File: src/rtl/keycode_packer.sv
// keycode_packer: turns PS/2 set-2 scancodes into terminal byte sequences
// (ASCII or VT100 escapes) and writes one packed entry per key press into
// the UART FIFO. It also tracks the shift, ctrl and caps-lock state.
//
// Ports
//   clk, rst           system clock, synchronous active-high reset
//   scanValid/Code     1-cycle strobe plus PS/2 byte, including E0/F0 prefixes
//   fifoFull           UART FIFO full; holds a pending entry
//   fifoWriteRequest   write strobe, combinational: high in EMIT while not full
//   fifoInData         {length[63:56], char1[55:48], ..., char7[7:0]}
//                      char[length] is sent first and char1 is sent last
//   capsLed            caps-lock state
//   droppedCount       saturating count of bytes discarded while an entry is pending
module keycode_packer #(
  parameter int unsigned DROP_CNT_W = 8
) (
  input  logic                  clk,
  input  logic                  rst,
  input  logic                  scanValid,
  input  logic [7:0]            scanCode,
  input  logic                  fifoFull,
  output logic                  fifoWriteRequest,
  output logic [63:0]           fifoInData,
  output logic                  capsLed,
  output logic [DROP_CNT_W-1:0] droppedCount
);

  localparam int unsigned ENTRY_W = 64;

  localparam logic [2:0] S_IDLE    = 3'd0;
  localparam logic [2:0] S_EXT     = 3'd1;
  localparam logic [2:0] S_BRK     = 3'd2;
  localparam logic [2:0] S_EXT_BRK = 3'd3;
  localparam logic [2:0] S_EMIT    = 3'd4;

  localparam logic [7:0] SC_E0     = 8'hE0;
  localparam logic [7:0] SC_F0     = 8'hF0;
  localparam logic [7:0] SC_LSHIFT = 8'h12;
  localparam logic [7:0] SC_RSHIFT = 8'h59;
  localparam logic [7:0] SC_CTRL   = 8'h14;
  localparam logic [7:0] SC_CAPS   = 8'h58;
  localparam logic [7:0] SC_DEL    = 8'h71;

  localparam logic [DROP_CNT_W-1:0] DROP_MAX = '1;

  logic [2:0]            state_q, state_d;
  logic                  shift_q, shift_d;
  logic                  ctrl_q, ctrl_d;
  logic                  caps_q, caps_d;
  logic [ENTRY_W-1:0]    entry_q, entry_d;
  logic [DROP_CNT_W-1:0] drop_q, drop_d;

  logic [7:0]  letter_c;   // lowercase ASCII, 0 = not a letter
  logic [15:0] sym_c;      // {shifted, unshifted}, 0 = not a symbol key
  logic [7:0]  plain_c;    // space/enter/bs/tab/esc, 0 = none
  logic [7:0]  fkey_c;     // final byte of ESC O x, 0 = none
  logic [7:0]  ext_c;      // final byte of ESC [ x, 0 = none
  logic [7:0]  single_chr; // resolved single-byte character, 0 = unmapped
  logic        write_c;

  // Scancode lookup tables (US layout)
  always_comb begin
    letter_c = 8'h00;
    sym_c    = 16'h0000;
    plain_c  = 8'h00;
    fkey_c   = 8'h00;
    ext_c    = 8'h00;
    case (scanCode)
      8'h1C: letter_c = 8'h61;  8'h32: letter_c = 8'h62;  8'h21: letter_c = 8'h63;
      8'h23: letter_c = 8'h64;  8'h24: letter_c = 8'h65;  8'h2B: letter_c = 8'h66;
      8'h34: letter_c = 8'h67;  8'h33: letter_c = 8'h68;  8'h43: letter_c = 8'h69;
      8'h3B: letter_c = 8'h6A;  8'h42: letter_c = 8'h6B;  8'h4B: letter_c = 8'h6C;
      8'h3A: letter_c = 8'h6D;  8'h31: letter_c = 8'h6E;  8'h44: letter_c = 8'h6F;
      8'h4D: letter_c = 8'h70;  8'h15: letter_c = 8'h71;  8'h2D: letter_c = 8'h72;
      8'h1B: letter_c = 8'h73;  8'h2C: letter_c = 8'h74;  8'h3C: letter_c = 8'h75;
      8'h2A: letter_c = 8'h76;  8'h1D: letter_c = 8'h77;  8'h22: letter_c = 8'h78;
      8'h35: letter_c = 8'h79;  8'h1A: letter_c = 8'h7A;
      8'h16: sym_c = 16'h2131;  8'h1E: sym_c = 16'h4032;  8'h26: sym_c = 16'h2333;
      8'h25: sym_c = 16'h2434;  8'h2E: sym_c = 16'h2535;  8'h36: sym_c = 16'h5E36;
      8'h3D: sym_c = 16'h2637;  8'h3E: sym_c = 16'h2A38;  8'h46: sym_c = 16'h2839;
      8'h45: sym_c = 16'h2930;  8'h0E: sym_c = 16'h7E60;  8'h4E: sym_c = 16'h5F2D;
      8'h55: sym_c = 16'h2B3D;  8'h54: sym_c = 16'h7B5B;  8'h5B: sym_c = 16'h7D5D;
      8'h5D: sym_c = 16'h7C5C;  8'h4C: sym_c = 16'h3A3B;  8'h52: sym_c = 16'h2227;
      8'h41: sym_c = 16'h3C2C;  8'h49: sym_c = 16'h3E2E;  8'h4A: sym_c = 16'h3F2F;
      8'h29: plain_c = 8'h20;   8'h5A: plain_c = 8'h0D;   8'h66: plain_c = 8'h7F;
      8'h0D: plain_c = 8'h09;   8'h76: plain_c = 8'h1B;
      8'h05: fkey_c = 8'h50;    8'h06: fkey_c = 8'h51;
      8'h04: fkey_c = 8'h52;    8'h0C: fkey_c = 8'h53;
      8'h75: ext_c = 8'h41;     8'h72: ext_c = 8'h42;     8'h74: ext_c = 8'h43;
      8'h6B: ext_c = 8'h44;     8'h6C: ext_c = 8'h48;     8'h69: ext_c = 8'h46;
      default: letter_c = 8'h00;
    endcase
  end

  // Modifier resolution: ctrl wins on letters; caps only affects letters
  always_comb begin
    single_chr = 8'h00;
    if (letter_c != 8'h00) begin
      if (ctrl_q)                 single_chr = letter_c & 8'h1F;
      else if (shift_q ^ caps_q)  single_chr = letter_c & 8'hDF;
      else                        single_chr = letter_c;
    end else if (sym_c != 16'h0000) begin
      single_chr = shift_q ? sym_c[15:8] : sym_c[7:0];
    end else begin
      single_chr = plain_c;
    end
  end

  assign write_c = (state_q == S_EMIT) && !fifoFull;

  // Next-state, modifier, entry and drop-counter logic
  always_comb begin
    state_d = state_q;
    shift_d = shift_q;
    ctrl_d  = ctrl_q;
    caps_d  = caps_q;
    entry_d = entry_q;
    drop_d  = drop_q;
    case (state_q)
      S_IDLE: begin
        if (scanValid) begin
          if (scanCode == SC_E0) begin
            state_d = S_EXT;
          end else if (scanCode == SC_F0) begin
            state_d = S_BRK;
          end else if (scanCode == SC_LSHIFT || scanCode == SC_RSHIFT) begin
            shift_d = 1'b1;
          end else if (scanCode == SC_CTRL) begin
            ctrl_d = 1'b1;
          end else if (scanCode == SC_CAPS) begin
            caps_d = !caps_q;
          end else if (single_chr != 8'h00) begin
            entry_d = {8'd1, single_chr, 48'h0};
            state_d = S_EMIT;
          end else if (fkey_c != 8'h00) begin
            entry_d = {8'd3, fkey_c, 8'h4F, 8'h1B, 32'h0};
            state_d = S_EMIT;
          end
        end
      end
      S_EXT: begin
        if (scanValid) begin
          state_d = S_IDLE;
          if (scanCode == SC_F0) begin
            state_d = S_EXT_BRK;
          end else if (scanCode == SC_CTRL) begin
            ctrl_d = 1'b1;
          end else if (scanCode == SC_DEL) begin
            entry_d = {8'd4, 8'h7E, 8'h33, 8'h5B, 8'h1B, 24'h0};
            state_d = S_EMIT;
          end else if (ext_c != 8'h00) begin
            entry_d = {8'd3, ext_c, 8'h5B, 8'h1B, 32'h0};
            state_d = S_EMIT;
          end
        end
      end
      S_BRK: begin
        if (scanValid) begin
          state_d = S_IDLE;
          if (scanCode == SC_LSHIFT || scanCode == SC_RSHIFT) shift_d = 1'b0;
          if (scanCode == SC_CTRL)                            ctrl_d  = 1'b0;
        end
      end
      S_EXT_BRK: begin
        // Only right-ctrl release matters; the fake-shift release is ignored
        if (scanValid) begin
          state_d = S_IDLE;
          if (scanCode == SC_CTRL) ctrl_d = 1'b0;
        end
      end
      S_EMIT: begin
        // A byte arriving while an entry waits is lost; the parser restarts in IDLE
        if (scanValid && drop_q != DROP_MAX) drop_d = drop_q + DROP_CNT_W'(1);
        if (write_c) state_d = S_IDLE;
      end
      default: state_d = S_IDLE;
    endcase
  end

  always_ff @(posedge clk) begin
    if (rst) begin
      state_q <= S_IDLE;
      shift_q <= 1'b0;
      ctrl_q  <= 1'b0;
      caps_q  <= 1'b0;
      entry_q <= '0;
      drop_q  <= '0;
    end else begin
      state_q <= state_d;
      shift_q <= shift_d;
      ctrl_q  <= ctrl_d;
      caps_q  <= caps_d;
      entry_q <= entry_d;
      drop_q  <= drop_d;
    end
  end

  assign fifoWriteRequest = write_c;
  assign fifoInData       = entry_q;
  assign capsLed          = caps_q;
  assign droppedCount     = drop_q;

endmodule

File: config.mk
export PLATFORM = sky130hd
export DESIGN_NAME = keycode_packer
export DESIGN_NICKNAME = d
export VERILOG_FILES = /design/src/rtl/keycode_packer.sv
export SDC_FILE = /design/constraint.sdc
export NUM_CORES = 1
export LEC_CHECK = 0
export ABC_AREA = 1
export CAP_MARGIN = 20
export CORE_AREA = 2 2 97 80
export CTS_CLUSTER_SIZE = 14
export DETAILED_ROUTE_END_ITERATION = 16
export DIE_AREA = 0 0 99 82
export PLACE_DENSITY = 0.77
export SYNTH_ARGS = -nofsm -noshare
export SYNTH_HDL_FRONTEND = slang
export SYNTH_SLANG_ARGS = --single-unit
File: constraint.sdc
create_clock -name clk -period 1.98 [get_ports clk]
set_input_delay 0.198 -clock clk [delete_from_list [all_inputs] [get_ports clk]]
set_output_delay 0.198 -clock clk [all_outputs]
set_load 0.02 [all_outputs]
# After elaboration in Yosys (flattened, before gate mapping)
# Cells that the tools add are included.
[op_classes]
addsub = 1
eq_ne = 95
mux = 57
bitwise = 5
reduce_logical = 21
[op_table]
columns = ["cell", "n"]
rows = [
  ["64-bit two-way mux", 13],
  ["15-bit one-hot mux with 21 select lines", 1],
  ["8-bit by 7-bit == test with 1-bit output (second input constant)", 29],
  ["8-bit by 6-bit == test with 1-bit output (second input constant)", 23],
  ["7-bit one-hot mux with 26 select lines", 1],
  ["64-bit one-hot mux with 2 select lines", 1],
  ["8-bit by 5-bit == test with 1-bit output (second input constant)", 9],
  ["3-bit two-way mux", 15],
  ["7-bit one-hot mux with 6 select lines", 1],
  ["7-bit one-hot mux with 5 select lines", 1],
  ["8-bit nonzero test", 4],
  ["7-bit one-hot mux with 4 select lines", 1],
  ["2-bit inequality test (second input constant)", 13],
  ["8-bit by 3-bit == test with 1-bit output (second input constant)", 3],
  ["8-bit by 4-bit == test with 1-bit output (second input constant)", 3],
  ["8-bit two-way mux", 3],
  ["8-bit == test (second input constant)", 2],
  ["16-bit nonzero test", 1],
  ["1-bit two-way mux", 15],
  ["7-bit AND reduction", 2],
  ["4-bit inequality test (second input constant)", 3],
  ["3-bit one-hot mux with 4 select lines", 1],
  ["12-bit AND reduction", 1],
  ["9-bit AND reduction", 1],
  ["other kinds (23)", 32],
]
[word_totals]
reg_bits = 78
output_inout_bits = 74

# Logic depth before layout (Yosys ltp)
[depth]
word_depth = 14
depth_mapped = 20

# Worst setup path after synthesis
# Ideal clock, no wire load.
[synth_timing]
kind = "reg2reg"
from = "register state_q[1]"
to = "register entry_q[45] (netlist: fifoInData[45])"
setup_time_ns = 0.070
t_arrival_ns = 1.908
path_slack_ns = 0.002
stages_incl_launch_ff = 10
cell_sequence = "dfxtp_1 > buf_2 > nor3_1 > inv_1 > nand2_1 > nand4_1 > a21oi_1 > buf_2 > nand3_1 > a21oi_2"
[synth_via]
elab_chain_cells = 3
elab_cells_between_ends = 16
[synth_rtl]
columns = ["item", "line_no", "text"]
rows = [
  ["start: declaration", "46", "logic [2:0] state_q, state_d;"],
  ["start signal: assignment", "189", "state_q <= state_d;"],
  ["3-bit by 1-bit == test with 1-bit output or 3-bit logical NOT (tied branches)", "119", "case (state_q)"],
  ["3-bit inequality test (no source line), or another cell as far along", "--", ""],
  ["12-bit AND reduction (no source line)", "--", ""],
  ["end signal: assignment", "193", "entry_q <= entry_d;"],
  ["end: declaration", "50", "logic [ENTRY_W-1:0] entry_q, entry_d;"],
]
# Parallel ways exist; a longest one is shown, timed or not.
# A chain may end at the register's enable or synchronous reset.

# Final worst setup path
[layout_timing]
from = "input scanCode[5]"
to = "register entry_q[57] (netlist: fifoInData[57])"
[layout_via]
elab_chain_cells = 14
elab_cells_between_ends = 107
[layout_rtl]
columns = ["item", "line_no", "text"]
rows = [
  ["start: declaration", "20", "input logic [7:0] scanCode,"],
  ["8-bit by 7-bit == test with 1-bit output, or another cell as far along", "68", "case (scanCode)"],
  ["15-bit one-hot mux with 21 select lines or 7-bit one-hot mux with 26 select lines (tied branches)", "68", ""],
  ["16-bit nonzero test, or another cell as far along", "102", "end else if (sym_c != 16'h0000) begin"],
  ["8-bit two-way mux or 7-bit two-way mux (tied branches)", "102, 99", ""],
  ["8-bit two-way mux", "98", "if (letter_c != 8'h00) begin"],
  ["8-bit nonzero test", "132", "end else if (single_chr != 8'h00) begin"],
  ["64-bit two-way mux", "132", ""],
  ["64-bit two-way mux", "130", "end else if (scanCode == SC_CAPS) begin"],
  ["64-bit two-way mux", "128", "end else if (scanCode == SC_CTRL) begin"],
  ["64-bit two-way mux", "126", "end else if (scanCode == SC_LSHIFT || scanCode == SC_RSHIFT) begin"],
  ["64-bit two-way mux", "124", "end else if (scanCode == SC_F0) begin"],
  ["64-bit two-way mux", "122", "if (scanCode == SC_E0) begin"],
  ["64-bit two-way mux", "121", "if (scanValid) begin"],
  ["64-bit one-hot mux with 2 select lines", "119", ""],
]
# Parallel ways exist; a longest one is shown, timed or not. The select of a mux whose other input is x is not followed.

==> flow_summary.json <==
{
  "dp.final_hpwl_mm": 8.21,
  "crit_chain": "buf_2 -> inv_4 -> nand2_8 -> nor2_4 -> buf_6 -> nand2_4 -> nand2_2 -> nor2_1 -> nand4_1 -> nand2_2 -> nand3_2 -> nor2_1 -> nand2_1 -> nor2_4 -> nand2_4 -> nand2_8 -> nand2_2 -> nand2_1 -> nor2_1",
  "die_w_um": 99,
  "synth-main-ff-cell": "dfxtp_1",
  "wl_per_cell_um": 14.6,
  "cts_tree": "done",
  "route.detailed.drc": 0,
  "maxSlewHeadroom_pct": 65.4,
  "setup_tns_ps": -982,
  "p_leak_nw": 2.48,
  "overflow": 0,
  "nNetsFinal": 711,
  "clock_latency_ps": 270,
  "grt_pass1_vias": 3612,
  "clock_skew_ps": 3.07,
  "status": "complete, but fails checks",
  "dp_slack_ps": -1020,
  "cts_hold_buf": 0,
  "final_cells": 787,
  "synth_area_leaders": "nand2_1 19%, dfxtp_1 17%, buf_4 13%, nor2_1 12%, nand3_1 7.1%",
  "path_clk_slew_ps": 90,
  "finalHoldViolations": 0,
  "dpl.cell_count": 757,
  "place_congestion": 0.992,
  "path_class": "in2reg",
  "grt_pass1_wl_mm": 17.2,
  "crit_fanout": 6,
  "synth.largest_area_cell": "nand2_1",
  "layout_commonest_cell": "nand2_1",
  "netlist_area_um2": 3120,
  "drive_gt1_share_pct": 37.7,
  "p_total_mw": 3.58,
  "critPathLaunchType": "primary input",
  "finalWirelength_mm": 11.5,
  "r2r_slack_ps": -20,
  "slowest_stage": "nor2_4",
  "fin_crit_sh_pct": 105,
  "start_util_pct": 43.5,
  "clkSinkCount": 27,
  "die_area_um2": 8120,
  "via_count": 4190,
  "worstPathRequired_ps": 2160,
  "viasPerCell": 5.32,
  "portBuffers": 47,
  "drv_slew": 0,
  "grt_max_degree": 15,
  "synth_top_area_share_pct": 18.9,
  "yosys.cell_types.count": 38,
  "cts-root-buf": "clkbuf_8",
  "area_growth_pct": 54.5,
  "max_stage_delay_ps": 230,
  "yosysSeqAreaShare_pct": 17.3,
  "worst_pin_slew_ps": 517,
  "synth_edf_count": 0,
  "synthArstFlopShare_pct": 0,
  "grt_setup_unrepaired": "true",
  "violations": "negative setup slack",
  "grt_usage_pct": 26.1,
  "setup_viol": 15,
  "place_area_um2": 4040,
  "numCtsBuffers": 3,
  "mostFrequentLayoutCells": "109 x nand2_1, 101 x buf_4, 64 x nor2_1",
  "cts_buffer_depth": 2,
  "syn_area_per_cell_um2": 5.59,
  "antenna_cells": 0,
  "finish.utilization_pct": 67.2,
  "cts-htree-levels": 1,
  "critPathCaptureType": "flop",
  "fillCellCount": 573,
  "p_per_area_nw_per_um2": 742,
  "postSynthCellCount": 559,
  "fin_crit_ps": 2070,
  "hold_ws_ps": 466,
  "hp-class": "reg2reg",
  "ir_worst_vdd_v": 0.000628,
  "num_rows": 28,
  "drtIter0Drc": 430,
  "cp.arrival_ps": 2250,
  "coreArea_um2": 7180,
  "maxCapViolations": 0,
  "die_y_um": 82,
  "dr.pass1.iters": 6,
  "fin_ws_ps": -92.0,
  "pin_count": 86,
  "antenna_found_initial": 0,
  "yosysWarningCount": 0,
  "ys_ff_latch": 27,
  "ant_nets": 0,
  "max_freq_mhz": 483,
  "stdcell_area_um2": 4830
}
## routing by layer
layer  routed length [um]  vias up  share of wire, %  track usage (%)
met5                    0        -                 0                0
met4                  188        0               1.6             4.93
met3                 1180       26                10             5.53
met2                 5290      262                46             43.3
met1                 4860     1894                42             35.5
li1                     -     2008                 -                -
## final timing paths
| check | start | to | cells after the start |
|---|---|---|---|
| max | scanCode[5] | fifoInData[57] | 19 |
| min | fifoInData[53] | fifoInData[53] | 2 |
| max reg2reg | state_q[1] | fifoInData[48] | 11 |
| min reg2reg | fifoInData[53] | fifoInData[53] | 2 |
## synth_stat cells, types with 2 or more instances
cell      count
xor2_1        2
a21oi_1      23
o21ai_1       2
inv_1        36
buf_4        53
nand2_2      17
dfxtp_1      27
inv_2        10
a21oi_2       8
nor2_2        5
nand3_1      44
clkbuf_1      3
nor4_1        4
nand2_1     157
nor3_1       10
buf_2         3
nand4_1      14
o21ai_0      24
nand2_4       2
nor2_1       97
## critical path, delay by kind of cell
family	cells	cell delay (ps)
buf+inv	3	380
simple gates	16	1660
## power by group
part	internal (mW)	leakage [nW]	switching (mW)
clock network	0.144	0.0228	0.170
logic	0.962	2.24	1.56
registers	0.646	0.220	0.0942
total	1.75	2.48	1.83
## repair_timing
item,in CTS,in global routing
buffers inserted,15,6
cloned,5,0
gates resized for setup,130,74
pin swaps,34,40
endpoints found under the setup margin,18,18
## registers in the layout, indices dropped and copies added, names as in the netlist
signal	flops
fifoInData	13
droppedCount	8
capsLed	1
state_q	3
ctrl_q	1
shift_q	1
## cells by family after synthesis
logic type	after synthesis	share of synthesized area [%]
fa+ha+maj	1	0.401
other cells	1	0.120
simple gates	355	49.5
compound gates	65	12.1
flops	27	17.3
buf+inv	108	20.1
xor+xnor	2	0.561
## layout make-up
| type | count | area [um^2] | share of cell area [%] |
|---|---|---|---|
| timing repair buffer | 154 | 1310 | 27.2 |
| sequential | 27 | 541 | 11.2 |
| inverter | 46 | 198 | 4.10 |
| multi-input combinational | 466 | 2620 | 54.3 |
| clock buffer | 4 | 45.0 | 0.933 |
| tap | 90 | 113 | 2.33 |
No activity file was read; power rests on OpenSTA's default activity.
